===== src/rtl/spi_xfer_arbiter.sv =====
// Round-robin arbiter sharing one SPI transfer engine among NREQ requesters; req to send_data is 2 cycles,
// losers wait with req held until their gnt/done. `SPI_ARB_LOCK_EN adds a lock port for back-to-back bursts.
module spi_xfer_arbiter #(
  parameter int               NREQ    = 2,
  parameter int               TMO_W   = 16,
  parameter logic [TMO_W-1:0] TMO_CYC = 16'd4096
) (
  input  logic                PCLK,
  input  logic                PRESETn,
  input  logic [NREQ-1:0]     req,
  input  logic [8*NREQ-1:0]   wdata,
`ifdef SPI_ARB_LOCK_EN
  input  logic [NREQ-1:0]     lock,
`endif
  output logic [NREQ-1:0]     gnt,
  output logic [NREQ-1:0]     done,
  output logic                err,
  output logic [7:0]          rdata,
  output logic                busy,
  output logic                send_data,
  output logic [7:0]          spi_tx,
  input  logic                tip,
  input  logic                receive_data,
  input  logic [7:0]          spi_rx
);

  localparam int               IW      = (NREQ > 1) ? $clog2(NREQ) : 1;
  localparam logic [TMO_W-1:0] WD_LAST = TMO_CYC - 1'b1;

  typedef enum logic [2:0] {
    S_IDLE,
    S_LAUNCH,
    S_WAIT_TIP,
    S_WAIT_RCV,
    S_DONE,
    S_ABORT
  } state_t;

  state_t            state, state_nxt;
  logic [IW-1:0]     rr_ptr;
  logic [IW-1:0]     win;
  logic [IW-1:0]     arb_idx;
  logic [IW-1:0]     cand;
  logic              arb_vld;
  logic [NREQ-1:0]   arb_oh;
  logic [TMO_W-1:0]  wd_cnt;
  logic              xfer_err;
  logic              lock_hit;
  logic [7:0]        wbyte [NREQ];

  for (genvar g = 0; g < NREQ; g++) begin : g_wbyte
    assign wbyte[g] = wdata[8*g +: 8];
  end

`ifdef SPI_ARB_LOCK_EN
  assign lock_hit = |(lock & gnt);
`else
  assign lock_hit = 1'b0;
`endif

  // Descending scan so the candidate closest to rr_ptr+1 is the last one written.
  always_comb begin
    arb_vld = 1'b0;
    arb_idx = '0;
    cand    = '0;
    for (int i = NREQ; i >= 1; i--) begin
      cand = IW'((int'(rr_ptr) + i) % NREQ);
      if (req[cand]) begin
        arb_vld = 1'b1;
        arb_idx = cand;
      end
    end
  end

  always_comb begin
    arb_oh = '0;
    for (int i = 0; i < NREQ; i++) begin
      arb_oh[i] = (arb_idx == IW'(i));
    end
  end

  always_ff @(posedge PCLK or negedge PRESETn) begin
    if (!PRESETn) begin
      state <= S_IDLE;
    end else begin
      state <= state_nxt;
    end
  end

  always_comb begin
    state_nxt = state;
    send_data = 1'b0;
    busy      = (state != S_IDLE);
    done      = '0;
    err       = 1'b0;
    case (state)
      S_IDLE: begin
        if (arb_vld) state_nxt = S_LAUNCH;
      end
      S_LAUNCH: begin
        send_data = 1'b1;
        state_nxt = S_WAIT_TIP;
      end
      S_WAIT_TIP: begin
        if (tip)                    state_nxt = S_WAIT_RCV;
        else if (wd_cnt == WD_LAST) state_nxt = S_ABORT;
      end
      S_WAIT_RCV: begin
        if (receive_data || !tip) state_nxt = S_DONE;
      end
      S_DONE: begin
        done      = gnt;
        err       = xfer_err;
        state_nxt = lock_hit ? S_LAUNCH : S_IDLE;
      end
      S_ABORT: begin
        done      = gnt;
        err       = 1'b1;
        state_nxt = S_IDLE;
      end
      default: state_nxt = S_IDLE;
    endcase
  end

  always_ff @(posedge PCLK or negedge PRESETn) begin
    if (!PRESETn) begin
      gnt      <= '0;
      spi_tx   <= 8'h00;
      rdata    <= 8'h00;
      rr_ptr   <= IW'(NREQ - 1);
      win      <= '0;
      wd_cnt   <= '0;
      xfer_err <= 1'b0;
    end else begin
      case (state)
        S_IDLE: begin
          if (arb_vld) begin
            gnt    <= arb_oh;
            spi_tx <= wbyte[arb_idx];
            rr_ptr <= arb_idx;
            win    <= arb_idx;
          end
        end
        S_LAUNCH: begin
          wd_cnt   <= '0;
          xfer_err <= 1'b0;
        end
        S_WAIT_TIP: begin
          if (!tip) wd_cnt <= wd_cnt + 1'b1;
        end
        S_WAIT_RCV: begin
          // A tip drop with no strobe keeps the previous byte and flags the transfer.
          if (receive_data) rdata    <= spi_rx;
          else if (!tip)    xfer_err <= 1'b1;
        end
        S_DONE: begin
          if (lock_hit) spi_tx <= wbyte[win];
          else          gnt    <= '0;
        end
        S_ABORT: begin
          gnt <= '0;
        end
        default: ;
      endcase
    end
  end

endmodule


===== config.mk =====
export PLATFORM = sky130hd
export DESIGN_NAME = spi_xfer_arbiter
export DESIGN_NICKNAME = d
export VERILOG_FILES = /design/src/rtl/spi_xfer_arbiter.sv
export SDC_FILE = /design/constraint.sdc
export NUM_CORES = 1
export LEC_CHECK = 0
export ABC_AREA = 1
export CORE_MARGIN = 2
export CORE_UTILIZATION = 25
export DETAILED_ROUTE_END_ITERATION = 12
export DONT_BUFFER_PORTS = 1
export GPL_TIMING_DRIVEN = 0
export PLACE_DENSITY = 0.37
export SLEW_MARGIN = 20
export SYNTH_ARGS = -nofsm -noshare
export SYNTH_HDL_FRONTEND = slang
export SYNTH_SLANG_ARGS = --single-unit

===== constraint.sdc =====
create_clock -name PCLK -period 2.1 [get_ports PCLK]
set_input_delay 0.63 -clock PCLK [delete_from_list [all_inputs] [get_ports PCLK]]
set_output_delay 0.63 -clock PCLK [all_outputs]
set_load 0.02 [all_outputs]

==> results of run 1 <==
==> flip-flops by register name, indices dropped and copies added (netlist names) <==
| signal | cells |
|---|---|
| wd_cnt | 16 |
| rr_ptr | 1 |
| spi_tx | 8 |
| state | 3 |
| gnt | 2 |
| xfer_err | 1 |
| rdata | 8 |
==> Yosys cell counts (all sizes together) <==
| library cell | instances | area (µm²) |
|---|---|---|
| nand2 | 60 | 240 |
| inv | 41 | 154 |
| dfrtp | 38 | 951 |
| nor2 | 31 | 139 |
| nand3 | 24 | 143 |
| a21oi | 15 | 82.6 |
| nand4 | 10 | 68.8 |
| a22oi | 8 | 60.1 |
| mux2 | 8 | 90.1 |
| o21ai | 8 | 51.3 |
| buf | 4 | 43.8 |
| nor3 | 4 | 20.0 |
| o21bai | 2 | 15.0 |
| a211oi | 1 | 7.51 |
| a31oi | 1 | 6.26 |
| and2 | 1 | 6.26 |
| dfstp | 1 | 26.3 |
| ha | 1 | 12.5 |
| o211ai | 1 | 12.5 |
| o21a | 1 | 7.51 |
==> what timing repair did <==
action	CTS	global route
endpoints found under the hold margin	0	8
gates resized for setup	0	1
endpoints found under the setup margin	0	3
hold buffers	0	2
==> routing by layer <==
layer | up-vias | GRT usage | part of all wire
met3 | 5 | 0.0287 | 0.068
met2 | 43 | 0.171 | 0.45
met5 | - | 0 | 0
met4 | 0 | 0.0282 | 0.0075
li1 | 871 | - | -
met1 | 791 | 0.151 | 0.48
==> cells by family after synthesis <==
group,after synthesis
compound gates,37
fa+ha+maj,1
buf+inv,45
flops,39
mux,8
simple gates,130
==> worst max path at each step <==
stage / startpoint / endpoint / depth (start not counted)
after floorplan: state[1] / err / 3
after global placement: state[1] / err / 3
after detailed placement: state[1] / err / 3
after CTS: state[1] / err / 3
after global routing: state[1] / done[1] / 3
final: state[1] / done[0] / 3
==> stage by stage <==
stage | setup WS (ns) | instances | power, mW | hold WS (ns) | setup TNS (ns)
floorplan | 0.468 | 260 | 2.17 | 0.334 | 0
global placement | 0.349 | 365 | 2.42 | 0.337 | 0
detailed placement | 0.354 | 365 | 2.42 | 0.336 | 0
CTS | 0.0227 | 373 | 2.94 | 0.0109 | 0
global route | -0.0338 | 375 | 3.13 | 0.00464 | -0.0649
finish | 0.0973 | 375 | 2.89 | 0.0302 | 0
==> cell type report <==
cell class | instances | share of cell area
plain buffers | 4 | 0.0184
repair buffers | 2 | 0.00843
flip-flops and latches | 39 | 0.411
multi-input cells | 176 | 0.407
inverters | 41 | 0.0648
well taps | 105 | 0.0553
clock buffers | 5 | 0.0290
clock inverters | 3 | 0.00632
==> power by group through the flow <==
stage	logic (mW)	clock network, mW	registers (mW)
2_1_floorplan	0.808	0	1.36
3_3_place_gp	1.01	0	1.41
3_5_place_dp	1.01	0	1.41
4_1_cts	1.01	0.538	1.40
5_1_grt	1.13	0.573	1.43
6_report	1.00	0.499	1.39
==> flow_metrics.tcl, run 1 <==
set metrics [dict create \
    worst_setup_path_end_kind "output pin" \
    final_cycle_utilization_of_the_critical_path 0.954 \
    ctsLongestPathBuffers 2 \
    period_minus_slack_ns 2.00 \
    final_design_area_no_fill_mm2 0.00238 \
    status "completed" \
    critical_path_buf_inv_count 1 \
    yosys_register_bits 39 \
    cts_made_buffers 5 \
    gr-total-overflow 0 \
    floorplan.die_area_mm2 0.00930 \
    detailed_place.area_mm2 0.00227 \
    n_fill_cell 924 \
    route.antenna.remaining_nets 0 \
    xor_and_xnor_area_share_after_synthesis 0 \
    syn_area_mm2 0.00214 \
    dp.final_hpwl_um 3670 \
    ff2ff_setup_slack_ns 0.48 \
    reg2reg_to "state[1]" \
    vdd_drop_max_uv 446 \
    seq_area_um2 977 \
    avgRoutedWirePerCell_um 13.6 \
    cell_breakdown_of_the_critical_path "nor2_1, inv_1, nor2_1" \
    worst-setup-path-type "register to output pin" \
    timing_max_transition_violations_final 0 \
    chipHeight_um 96.5 \
    antenna_cells_inserted 0 \
    grt_pass1_wl_um 7810 \
    worst_path_most_repeated_cell "sky130_fd_sc_hd__nor2_1" \
    setup-violations-final 0 \
    clk_pin_slew_worst_paths_ns 0.08 \
    critPathArrivalTime_ns 1.37 \
    synth_simple_gate_area_frac 0.289 \
    max_cap_violations 0 \
    setup_repair_after_global_routing_missed_its_margin "yes" \
    synth_compound_gate_area_share 0.114 \
    finClkSkew_ns 0.00461 \
    crit_required_ns 1.47 \
    drc 0 \
    yosysUniqueCellTypes 35 \
    track_usage 0.110 \
    total_leakage_power_nw 1.13 \
    vias_per_cell 4.56 \
    holdCritPathClass "input port to async pin" \
    post_synth_mux_area_share 0.0422 \
    final_report_hold_violation_count 0 \
    slowest_stage "sky130_fd_sc_hd__dfrtp_1" \
    clkLatencyLatePin_ns 0.29 \
    grt_start_max_net_pins 40 \
    power.internal_mw 1.59 \
    floorplan.die.width_um 96.5 \
    comb_power_share 0.347 \
    core_area_mm2 0.00826 \
    clock_tree.root_cell "sky130_fd_sc_hd__clkbuf_8" \
    nets 300 \
    avgSynthCellArea_um2 8.22 \
    multi_input_area_um2 966 \
    drt_iter0_markers 33 \
    dominant_combinational_cell_family_by_area_after_synthesis "simple AND/OR/NAND/NOR gates" \
    seq_area_frac_synth 0.457 \
    postSynthCellCount 260 \
    max_freq_mhz 499 \
    total_switching_power_mw 1.30 \
    timing.max_slew.rel_slack 0.579 \
    r2r_cells 8 \
    first_global_vias 1558 \
    timing_worst_slew_pin_value_ns 0.629 \
    pwr-share-clk 0.173 \
    mostFrequentLayoutCell "sky130_fd_sc_hd__nand2_1" \
    port-buffer-count 0 \
    drt_first_pass_iters 4 \
    io_pins 53 \
    cts_sinks 39 \
    antenna_found_initial 0 \
    seq_power_share 0.480 \
    utilization 0.288 \
    rr_startpoint "wd_cnt[0]" \
    power-per-cell-area_mw_per_mm2 1220 \
    crit_path_max_fanout 6 \
    wirelength_um 5100 \
    adder_cell_area_share_of_the_yosys_netlist 0.00585 \
    worstSetupStartpointType "register" \
    cpPeakStageDelay_ns 0.46 \
    post_cts.repair.setup_buffers 0 \
    cts-htree-levels 2 \
    mappedNetlistNets 291 \
    drive_above_1_share 0.152 \
    tritoncts "done" \
    area_growth_from_synthesis_to_final_layout_pct 11.2 \
    critical_path.top_delay_family "simple AND/OR/NAND/NOR gates" \
    place_congestion 0.720 \
    most-common-layout-cells "56 x sky130_fd_sc_hd__nand2_1, 38 x sky130_fd_sc_hd__dfrtp_1, 36 x sky130_fd_sc_hd__inv_1" \
    starting_utilization_of_the_core_area 0.259 \
    switching_share 0.451 \
    total_vias_in_the_final_route 1710 \
    row_cnt 33 \
    yosys_warnings 0 \
]
(Power assumes the default switching activity.)
==> run 2: changes to the inputs <==
- PLACE_DENSITY: 0.37 -> 0.39
- clock period: 2.1 -> 1.6 ns (I/O delays scaled with it)
==> run 2 against run 1 <==
The flow now finishes with violations (setup timing). First-iteration DRC count is 140% higher. Core utilization up 1.6 points. Count of clock-buffer cells in the layout is the same. Register-to-register slack got worse by 0.35 ns. Die area stayed put.
==> flow_metrics.tcl, run 2 (same netlist as run 1, synthesis figures left out) <==
set metrics [dict create \
    crit_required_ns 1.12 \
    fin_worst_hold_slack_ns 0.00575 \
    place_congestion 0.674 \
    reg.largest.list "wd_cnt (16), rdata (8), spi_tx (8)" \
    drt_first_pass_iters 4 \
    switching_share 0.454 \
    period_minus_slack_ns 1.62 \
    io_pins 53 \
    chipHeight_um 96.5 \
    place.detailed.instances 365 \
    timing.max_slew.rel_slack 0.687 \
    route.antenna.remaining_nets 0 \
    timing_max_transition_violations_final 0 \
    avgRoutedWirePerCell_um 13.1 \
    floorplan.die.width_um 96.5 \
    row_cnt 33 \
    pwr-share-clk 0.169 \
    port-buffer-count 0 \
    setup_repair_after_global_routing_missed_its_margin "yes" \
    antenna_found_initial 0 \
    seq_power_share 0.452 \
    number_of_non_filler_instances_in_the_completed_layout 380 \
    power.internal_mw 2.20 \
    ctsLongestPathBuffers 2 \
    grt_pass1_wl_um 8540 \
    total_leakage_power_nw 1.15 \
    wirelength_um 4970 \
    first_global_vias 1795 \
    vias_per_cell 4.61 \
    max_cap_violations 0 \
    gr-total-overflow 0 \
    setup_slack_ns -0.0191 \
    power-per-cell-area_mw_per_mm2 1610 \
    mostFrequentLayoutCell "sky130_fd_sc_hd__nand2_1" \
    total_switching_power_mw 1.83 \
    timing_worst_slew_pin_value_ns 0.468 \
    most-common-layout-cells "54 x sky130_fd_sc_hd__nand2_1, 36 x sky130_fd_sc_hd__dfrtp_1, 35 x sky130_fd_sc_hd__inv_1" \
    grt_start_max_net_pins 39 \
    drc 0 \
    holdCritPathClass "input port to async pin" \
    worst_setup_path_end_kind "output pin" \
    antenna_cells_inserted 0 \
    crit_path_max_fanout 4 \
    starting_utilization_of_the_core_area 0.259 \
    p_total_mw 4.02 \
    drive_above_1_share 0.207 \
    core_area_mm2 0.00826 \
    violations "setup timing" \
    clk_pin_slew_worst_paths_ns 0.09 \
    status "finished with violations" \
    clock_tree.root_cell "sky130_fd_sc_hd__clkbuf_8" \
    cts_sinks 39 \
    critPathArrivalTime_ns 1.14 \
    final_design_area_no_fill_mm2 0.00251 \
    detailed_place.area_mm2 0.00227 \
    cts_made_buffers 5 \
    setup_tns_ns -0.0253 \
    dp.final_hpwl_um 3590 \
    final_report_hold_violation_count 0 \
    total_vias_in_the_final_route 1751 \
    finClkSkew_ns 0.00864 \
    drt_iter0_markers 80 \
    largest_register_ffs 16 \
    seq_area_um2 980 \
    worstSetupStartpointType "register" \
    vdd_drop_max_uv 829 \
    multi_input_area_mm2 0.00102 \
    utilization 0.304 \
    placement.setup.worst_slack_ns -0.0345 \
    area_growth_from_synthesis_to_final_layout_pct 17.3 \
    worst-setup-path-type "register to output pin" \
    comb_power_share 0.379 \
    final_cycle_utilization_of_the_critical_path 1.01 \
    setup-violations-final 3 \
    floorplan.die_area_mm2 0.00930 \
    max_freq_mhz 618 \
    clkLatencyLatePin_ns 0.29 \
    n_fill_cell 918 \
    top_register "wd_cnt" \
    tritoncts "done" \
    track_usage 0.120 \
    cts-htree-levels 2 \
    nets 305 \
]
## run 2: cell count changes in the layout (fill, tap and decap cells not counted), moves of 2 or more
cell                         previous run  this run
sky130_fd_sc_hd__nor2_4                 2         6
sky130_fd_sc_hd__clkinv_2               3         1
sky130_fd_sc_hd__buf_4                  1         4
sky130_fd_sc_hd__dfrtp_2                0         2
sky130_fd_sc_hd__inv_2                  5         3
sky130_fd_sc_hd__inv_4                  0         2
sky130_fd_sc_hd__nand2_2                3         5
sky130_fd_sc_hd__dfrtp_1               38        36
sky130_fd_sc_hd__nand2_1               56        54
sky130_fd_sc_hd__nor2_1                26        23
sky130_fd_sc_hd__clkinvlp_4             0         2
sky130_fd_sc_hd__buf_6                  1         3
## run 2: per-layer routing
layer / vias to the layer above / part of all wire / global-route usage
li1: 882 / - / -
met1: 819 / 0.46 / 0.150
met2: 46 / 0.45 / 0.199
met3: 4 / 0.080 / 0.0365
met4: 0 / 0.011 / 0.0387
met5: - / 0 / 0
## run 2: what timing repair did
action / in CTS / in global routing
pin swaps: 2 / 3
endpoints found under the setup margin: 6 / 12
gates resized for setup: 17 / 7
hold buffers: 2 / 0
gates cloned: 0 / 0
buffers inserted: 4 / 1
endpoints found under the hold margin: 38 / 0
## run 2: worst paths after layout
path	slack, ns	startpoint	to	cells after the start
worst max-delay path	-0.02	state[1]	err	3
worst min-delay path	0.006	PRESETn	spi_tx[2]	1
worst max register to register	0.13	state[2]	wd_cnt[7]	9
worst min register to register	0.46	rr_ptr	rr_ptr	2
max in group asynchronous	1.00	PRESETn	rr_ptr	1
min in group PCLK	0.31	spi_rx[3]	rdata[3]	1
## run 2: critical path: stages (launching register included)
cell	delay, ns
sky130_fd_sc_hd__dfrtp_2	0.45
sky130_fd_sc_hd__nor2_4	0.14
sky130_fd_sc_hd__inv_4	0.07
sky130_fd_sc_hd__a21oi_4	0.18
## run 2: final cells by class
class	instances	area share
Clock inverter	3	0.00798
Clock buffer	5	0.0274
Timing Repair Buffer	7	0.0299
Buffer	4	0.0175
Multi-Input combinational cell	176	0.408
Sequential cell	39	0.391
Inverter	41	0.0664
Tap cell	105	0.0524
## run 2: power groups by stage
stage               clock network [mW]  logic [mW]  registers, mW
floorplan                            0        1.06           1.78
global placement                     0        1.32           1.84
detailed placement                   0        1.33           1.84
CTS                              0.728        1.52           1.82
global route                     0.780        1.72           1.87
finish                           0.682        1.53           1.82
